==> src/rtl/multibroadcaster_tx.sv <==
// Serial frame transmitter: start bit, 4-bit port/line address, then MSB-first payload,
// with one-hot port enable and line-select code presented to the broadcaster during payload.
module multibroadcaster_tx #(
    parameter int DATA_W = 8
) (
    input  logic              clk,
    input  logic              rst,
    input  logic              in_valid,
    output logic              in_ready,
    input  logic [1:0]        in_port,
    input  logic [1:0]        in_line,
    input  logic [DATA_W-1:0] in_data,
    output logic              serOut,
    output logic [0:3]        PB,
    output logic [1:0]        LB,
    output logic              done,
    output logic [7:0]        frames_sent
);

    localparam int CNT_MAX = (DATA_W > 4) ? DATA_W : 4;
    localparam int CNT_W   = $clog2(CNT_MAX);
    localparam int SH_W    = DATA_W + 4;

    typedef enum logic [2:0] {IDLE, START, ADDR, DATA, DONE} state_t;

    state_t            state, stateNext;
    logic [CNT_W-1:0]  cnt, cntNext;
    logic [SH_W-1:0]   sh, shNext;
    logic [1:0]        portReg, portNext;
    logic [1:0]        lineReg, lineNext;
    logic              serNext, doneNext;
    logic [0:3]        pbNext, dataPb;
    logic [1:0]        lbNext, dataLb;
    logic [7:0]        framesNext;
    logic              accept;

    assign in_ready = (state == IDLE) && rst;
    assign accept   = in_valid && in_ready;
    assign dataPb   = 4'b1000 >> portReg;
    assign dataLb   = ~lineReg;

    // Address and payload share one shift register so serOut always takes its MSB.
    always_comb begin
        stateNext  = state;
        cntNext    = cnt;
        shNext     = sh;
        portNext   = portReg;
        lineNext   = lineReg;
        serNext    = 1'b1;
        pbNext     = '0;
        lbNext     = '0;
        doneNext   = 1'b0;
        framesNext = frames_sent;
        case (state)
            IDLE: begin
                if (accept) begin
                    stateNext = START;
                    cntNext   = '0;
                    shNext    = {in_port, in_line, in_data};
                    portNext  = in_port;
                    lineNext  = in_line;
                    serNext   = 1'b0;
                end
            end
            START: begin
                stateNext = ADDR;
                cntNext   = '0;
                serNext   = sh[SH_W-1];
                shNext    = sh << 1;
            end
            ADDR: begin
                serNext = sh[SH_W-1];
                shNext  = sh << 1;
                if (cnt == CNT_W'(3)) begin
                    stateNext = DATA;
                    cntNext   = '0;
                    pbNext    = dataPb;
                    lbNext    = dataLb;
                end else begin
                    cntNext = cnt + 1'b1;
                end
            end
            DATA: begin
                if (cnt == CNT_W'(DATA_W - 1)) begin
                    stateNext  = DONE;
                    cntNext    = '0;
                    doneNext   = 1'b1;
                    framesNext = frames_sent + 8'd1;
                end else begin
                    cntNext = cnt + 1'b1;
                    serNext = sh[SH_W-1];
                    shNext  = sh << 1;
                    pbNext  = dataPb;
                    lbNext  = dataLb;
                end
            end
            DONE: begin
                stateNext = IDLE;
                cntNext   = '0;
            end
            default: begin
                stateNext = IDLE;
                cntNext   = '0;
            end
        endcase
    end

    always_ff @(posedge clk) begin
        if (!rst) begin
            state       <= IDLE;
            cnt         <= '0;
            sh          <= '0;
            portReg     <= '0;
            lineReg     <= '0;
            serOut      <= 1'b1;
            PB          <= '0;
            LB          <= '0;
            done        <= 1'b0;
            frames_sent <= '0;
        end else begin
            state       <= stateNext;
            cnt         <= cntNext;
            sh          <= shNext;
            portReg     <= portNext;
            lineReg     <= lineNext;
            serOut      <= serNext;
            PB          <= pbNext;
            LB          <= lbNext;
            done        <= doneNext;
            frames_sent <= framesNext;
        end
    end

endmodule

==> config.mk <==
export PLATFORM = sky130hd
export DESIGN_NAME = multibroadcaster_tx
export DESIGN_NICKNAME = d
export VERILOG_FILES = /design/src/rtl/multibroadcaster_tx.sv
export SDC_FILE = /design/constraint.sdc
export NUM_CORES = 1
export LEC_CHECK = 0
export ABC_AREA = 0
export BUFFER_PORTS_ARGS = -buffer_cell sky130_fd_sc_hd__buf_4
export CAP_MARGIN = 20
export CORE_ASPECT_RATIO = 0.7
export CORE_MARGIN = 1.5
export CORE_UTILIZATION = 54
export DETAILED_ROUTE_END_ITERATION = 10
export PLACE_DENSITY = 0.76
export SYNTH_ARGS = -nofsm -noshare
export SYNTH_HDL_FRONTEND = slang
export SYNTH_SLANG_ARGS = --single-unit
==> constraint.sdc <==
create_clock -name clk -period 2.1 [get_ports clk]
set_input_delay 0.105 -clock clk [delete_from_list [all_inputs] [get_ports clk]]
set_output_delay 0.105 -clock clk [all_outputs]
set_load 0.005 [all_outputs]
==> metrics.txt, run 1 <==
Seq/Total Area, Yosys 44.1%; post-synthesis simple-gate area fraction about 15%; CTS Root Cell clkbuf_8; Synth warnings 0; vias in the first global route between 1000 and 1500; Tot Pwr between 1500 and 2000 uW; Syn Nets 205; ys flop type dfxtp_1; Rel. slew slack between 50% and 60%; clock sink count 38; placer congestion estimate 0.814; Layout Area Growth over Synthesis 20.2%; pre-CTS setup slack 0.183 ns; row count 16; initial antenna violation count 0; Worst setup SP type flip-flop; Die W 70.5 microns; final core occ a little under three quarters; Post-Syn Area 1720 sq um; crit share post-route 90.3%; Cell Pwr Density just under 800 nW/um^2; H-Tree Depth 2; Initial DRC Count 70; share of layout cells above drive strength 1 20.8%; CP required 2.31 ns; mux cell area share after synthesis 11.0%; leakage dissipation 0.000950 uW; Seq cells post-synth 38; setup TNS 0 ns; status finished, final reports clean; Least-Margin Pin Slew ~0.61 ns; Post-CTS Setup Repair Bufs 0; Detailed Place HPWL ~2.4 mm; PortBufs 31; Post-Synth Adder-Cell Area 3.63%; most used standard cell by instance count after synthesis dfxtp_1; Worst Skew 0.00387 ns; Syn Area/Cell 9.32 sq um; Post-Synth XOR/XNOR Area less than 1%; pin count of the biggest net entering global routing 21; post-CTS sizing 0; number of buffers on the longest clock path 2; Area contributors post-synth dfxtp_1, mux2i_1, o31a_1; shortest period the worst path allows 1.90 ns; DR vias/cell 5.50; global route total overflow 0; top cell type by total area after synthesis dfxtp_1; FFs w/ async S/R, synth 0%; Core Area around 3000 sq um; top cells by count, synth dfxtp_1, inv_1, mux2i_1; Cells after Synth around 190; share of the synthesized area in the top cell type ~44%; first-pass GRT wire length approximately 5.8 mm; TritonCTS Buffers 5; Max Fclk between 0.5 and 0.6 GHz; Total Routing Usage GR 21.0%; hold_buf cts 0; # IOs 32; Final Slew Violations 0; Final setup viols 0; die area 3550 sq um; Starting Density 59.0%; Critical Path Sink Type flip-flop; TritonCTS clock tree done; Routed Wire Length around 3.4 mm; Final Hold Fails 0; RSZ-0062 raised after global routing no; DRT Pass-1 Iters 4; Worst VDD drop roughly 0.0006 V; post-synth cell types 34; via count 1387; filler cell count 228; WL/cell roughly 13 microns; # DRC 0; Diodes inserted 0; Synth Area in Compound Gates 17.5%; crit-path max FO 16; Setup CP Type flip-flop to flip-flop; nets 235; Clock transition at path regs 0.07 ns; Max-Cap Viols 0; Arr. time, crit path 2.11 ns; Hold Path Class input port to flip-flop; number of synthesized flops with an enable pin 0; Die H ~50 microns; largest family of logic cells by synthesized area compound AO/OA/AOI/OAI gates; clock insertion delay at the later pin of the skew report 0.29 ns; Final WS setup between 0.2 and 0.25 ns; DRT antenna net count 0
-- report_power, final --
| part | internal, uW | total [uW] | switching (uW) |
|---|---|---|---|
| Combinational | 113 | 215 | 102 |
| Clock | 349 | 607 | 257 |
| Sequential | 766 | 802 | 36.0 |
-- path summary, 6_finish.rpt --
| path | slack [ns] | startpoint | depth (start not counted) | endpoint |
|---|---|---|---|---|
| setup / recovery | 0.20 | cnt[0]$_SDFFE_PN0P_ | 5 | frames_sent[5]$_SDFFE_PN0P_ |
| hold / removal | 0.06 | in_line[1] | 3 | lineReg[1]$_SDFFE_PN0P_ |
| setup reg to reg | 0.20 | cnt[0]$_SDFFE_PN0P_ | 5 | frames_sent[5]$_SDFFE_PN0P_ |
| hold reg to reg | 0.41 | lineReg[1]$_SDFFE_PN0P_ | 1 | LB[1]$_SDFF_PN0_ |
-- layer usage --
| layer | global-route usage, % | wire (microns) | vias up |
|---|---|---|---|
| met5 | 0 | 0 | - |
| met2 | 36.6 | 1570 | 32 |
| li1 | - | - | 712 |
| met1 | 25.3 | 1600 | 636 |
| met3 | 6.02 | 143 | 7 |
| met4 | 6.60 | 46 | 0 |
-- flip-flops by register name, indices dropped and copies added (netlist names) --
signal / count
done: 1
frames_sent: 8
serOut: 1
lineReg: 2
PB: 4
state: 3
cnt: 3
sh: 12
portReg: 2
LB: 2
-- cells by family (layout without fill, tap and decap cells) --
logic type / after synthesis / after routing
AOI/OAI and AO/OA: 41 / 41
xor gates and xnor gates: 1 / 1
adders and majority gates: 5 / 5
buffers and inverters: 32 / 63
DFF: 38 / 38
muxes: 19 / 19
and+or+nand+nor: 49 / 49
-- final cells by class --
| cell class | count | area (sq um) | area share, % |
|---|---|---|---|
| clock buffer | 5 | 68.8 | 3.32 |
| clock inverter | 3 | 40.0 | 1.93 |
| inverter | 21 | 78.8 | 3.80 |
| multi-input combinational | 115 | 823 | 39.7 |
| sequential | 38 | 761 | 36.7 |
| tap | 36 | 45.0 | 2.17 |
| timing repair buffer | 34 | 255 | 12.3 |
-- placed cells by master, fill, tap and decap left out, drive strengths merged --
cell type	n
o22a	1
nor2b	1
and2	1
o211ai	1
clkbuf	5
ha	5
nor3b	1
and3	1
mux2i	19
a22oi	1
xor2	1
nand3	4
buf	34
a211oi	12
nand2b	3
nor2	9
inv	21
nor3	7
nand4b	2
a21oi	7
o31ai	2
or4	2
dfxtp	38
nor4	1
clkinv	2
nand2	14
o21bai	1
o31a	11
o21ai	4
bufinv	1
or3	3
o2111ai	1
-- through the flow --
stage,hold WS [ns],std cells,area [sq um]
2_1_floorplan,0.237,185,1720
3_3_place_gp,0.364,244,1960
3_5_place_dp,0.371,244,1960
4_1_cts,0.0594,252,2070
5_1_grt,0.0561,252,2070
6_report,0.0649,252,2070
-- critical path: stages (launching register included) --
cell,delay (ns)
dfxtp_1,0.35
ha_1,0.20
ha_1,0.28
nand4b_4,0.25
or4_1,0.57
a21oi_1,0.17
Power figures use the tool's default switching activity.
==> inputs of run 2 (changes only) <==
Settings changed: PLACE_DENSITY 0.76 to unset, PLACE_DENSITY_LB_ADDON set to 0.1.
==> metrics.txt, run 2 (synthesized netlist as in run 1, its figures left out) <==
# IOs 32 (unchanged); Initial DRC Count 112 (+60%); CTS Root Cell clkbuf_8; Crit Reg-Reg Startpoint cnt[0]$_SDFFE_PN0P_; hold path depth 3 (unchanged); Final Slew Violations 0 (unchanged); post-route cell area 2070 sq um (-0.30%); Setup CP Type flip-flop to flip-flop; Rel. slew slack 59.2% (-0.25 points); largest registers sh: 12 flops, frames_sent: 8 flops, PB: 4 flops; global route total overflow 0 (unchanged); register area 761 sq um (unchanged); Final WS setup 0.241 ns (+0.0377 ns); Top cell by count, worst path ha_1; CP max-delay cell and3_2; CP peak stage delay 0.34 ns (-0.23 ns); Routed Wire Length 3.50 mm (+4.1%); status finished, final reports clean; WL/cell 13.8 microns (+3.7%); Largest Register sh; Arr. time, crit path 2.08 ns (-0.03 ns); pin count of the biggest net entering global routing 21 (unchanged); crit share post-route 88.5% (-1.8 points); pre-CTS setup slack 0.180 ns (-0.00296 ns); TritonCTS clock tree done; Die H 50.3 microns (unchanged); FF-to-FF path depth 6 (+1); Starting Density 59.0% (unchanged); via count 1413 (+1.9%); clock sink count 38 (unchanged); Hold Path Class input port to flip-flop; CP required 2.32 ns (about the same); Least-Margin Pin Slew 0.612 ns (+0.00375 ns); die area 3550 sq um (unchanged); PortBufs 31 (unchanged); H-Tree Depth 2 (unchanged); leakage dissipation 0.000943 uW (-0.69%); Critical Path Sink Type flip-flop; Max Fclk 0.538 GHz (+2.0%); met3 Usage GRT 5.82% (-0.20 points); clock insertion delay at the later pin of the skew report 0.29 ns (about the same); RSZ-0062 raised after global routing no; DRT antenna net count 0 (unchanged); RR Endpoint sh[0]$_SDFFE_PN0P_; Worst VDD drop 0.000422 V (-30%); Post-CTS Setup Repair Bufs 0 (unchanged); crit-path max FO 13 (-3); shortest period the worst path allows 1.86 ns (-0.0377 ns); share of layout cells above drive strength 1 21.2% (+0.36 points); Placed Area 1970 sq um (+0.38%); Detailed Place HPWL 2.46 mm (+1.0%); # DRC 0 (unchanged); number of buffers on the longest clock path 2 (unchanged); DR vias/cell 5.58 (+1.5%); cells along the critical path ha_1, ha_1, and3_2, nor3_1, buf_4, mux2i_1; placer congestion estimate 0.824 (+1.3%); row count 16 (unchanged); area used by multi-input combinational logic 823 sq um (unchanged); Layout Area Growth over Synthesis 19.8%; hold endpoint lineReg[0]$_SDFFE_PN0P_; Core Area 2920 sq um (unchanged); TritonCTS Buffers 5 (unchanged); Max-Cap Viols 0 (unchanged); Final Hold Fails 0 (unchanged); global-route met1 utilization 25.9% (+0.56 points); Total Routing Usage GR 21.3% (+0.33 points); initial antenna violation count 0 (unchanged); commonest non-fill, non-tap cell in the layout dfxtp_1; Die W 70.5 microns (unchanged); Clock transition at path regs 0.07 ns (about the same); vias in the first global route 1350 (+5.0%); first-pass GRT wire length 5.95 mm (+2.7%); Cell Pwr Density 745 nW/um^2 (-4.9%); Worst Skew 0.00175 ns (-0.00212 ns); max FFs per register 12 (unchanged); most frequent cells in the layout dfxtp_1, buf_4, inv_1; nets 236 (+0.43%); hold wc startpoint in_line[0]; busiest grt layer met2; Final setup viols 0 (unchanged); GR Util met2 37.3% (+0.63 points); Diodes inserted 0 (unchanged); flop2flop setup slack 0.24 ns (+0.04 ns); DRT Pass-1 Iters 4 (unchanged); setup TNS 0 ns (unchanged); Worst setup SP type flip-flop; filler cell count 229 (+0.44%); Tot Pwr 1540 uW (-5.2%)
[run 2: per-layer routing]
metal	up-vias	part of all wire (%)
met5	-	0
met4	0	1.1
met3	5	5.8
met2	43	47
met1	654	46
li1	711	-
[run 2: layout make-up]
type | count | area share [%]
timing repair buffer | 35 | 12.7
sequential | 38 | 36.8
inverter | 21 | 3.82
multi-input combinational | 115 | 39.9
clock inverter | 2 | 0.606
tap | 36 | 2.18
clock buffer | 6 | 4.00
[run 2: what timing repair did]
action	CTS	global route
resized for setup	0	1
endpoints found under the setup margin	0	2
hold buffers	0	0
[run 2: worst max-delay path, delay by kind of cell, from the launching register on]
family / cells / cell delay, ns
and+or+nand+nor: 2 / 0.53
DFF: 1 / 0.33
buffers and inverters: 1 / 0.21
adders and majority gates: 2 / 0.49
muxes: 1 / 0.21
[run 2: worst max path at each step]
stage | start | end | slack (ns) | cells past startpoint
finish | cnt[0]$_SDFFE_PN0P_ | sh[0]$_SDFFE_PN0P_ | 0.24 | 6
global route | cnt[0]$_SDFFE_PN0P_ | sh[4]$_SDFFE_PN0P_ | 0.10 | 6
CTS | cnt[0]$_SDFFE_PN0P_ | sh[1]$_SDFFE_PN0P_ | 0.15 | 6
detailed placement | cnt[0]$_SDFFE_PN0P_ | sh[9]$_SDFFE_PN0P_ | 0.18 | 6
global placement | cnt[0]$_SDFFE_PN0P_ | sh[8]$_SDFFE_PN0P_ | 0.28 | 6
floorplan | cnt[0]$_SDFFE_PN0P_ | sh[10]$_SDFFE_PN0P_ | 0.38 | 6
[run 2: metrics by stage]
step	std cells	hold WS, ns	utilization (%)
floorplan	185	0.237	-
global placement	245	0.363	67.4
detailed placement	245	0.372	67.4
CTS	253	0.0630	70.6
global route	253	0.0702	70.7
finish	253	0.0671	70.7
[run 2: report_power, final]
part,internal [uW],leakage [uW],switching (uW)
Clock,264,0.0000472,258
Combinational,113,0.000585,103
Sequential,766,0.000311,35.7
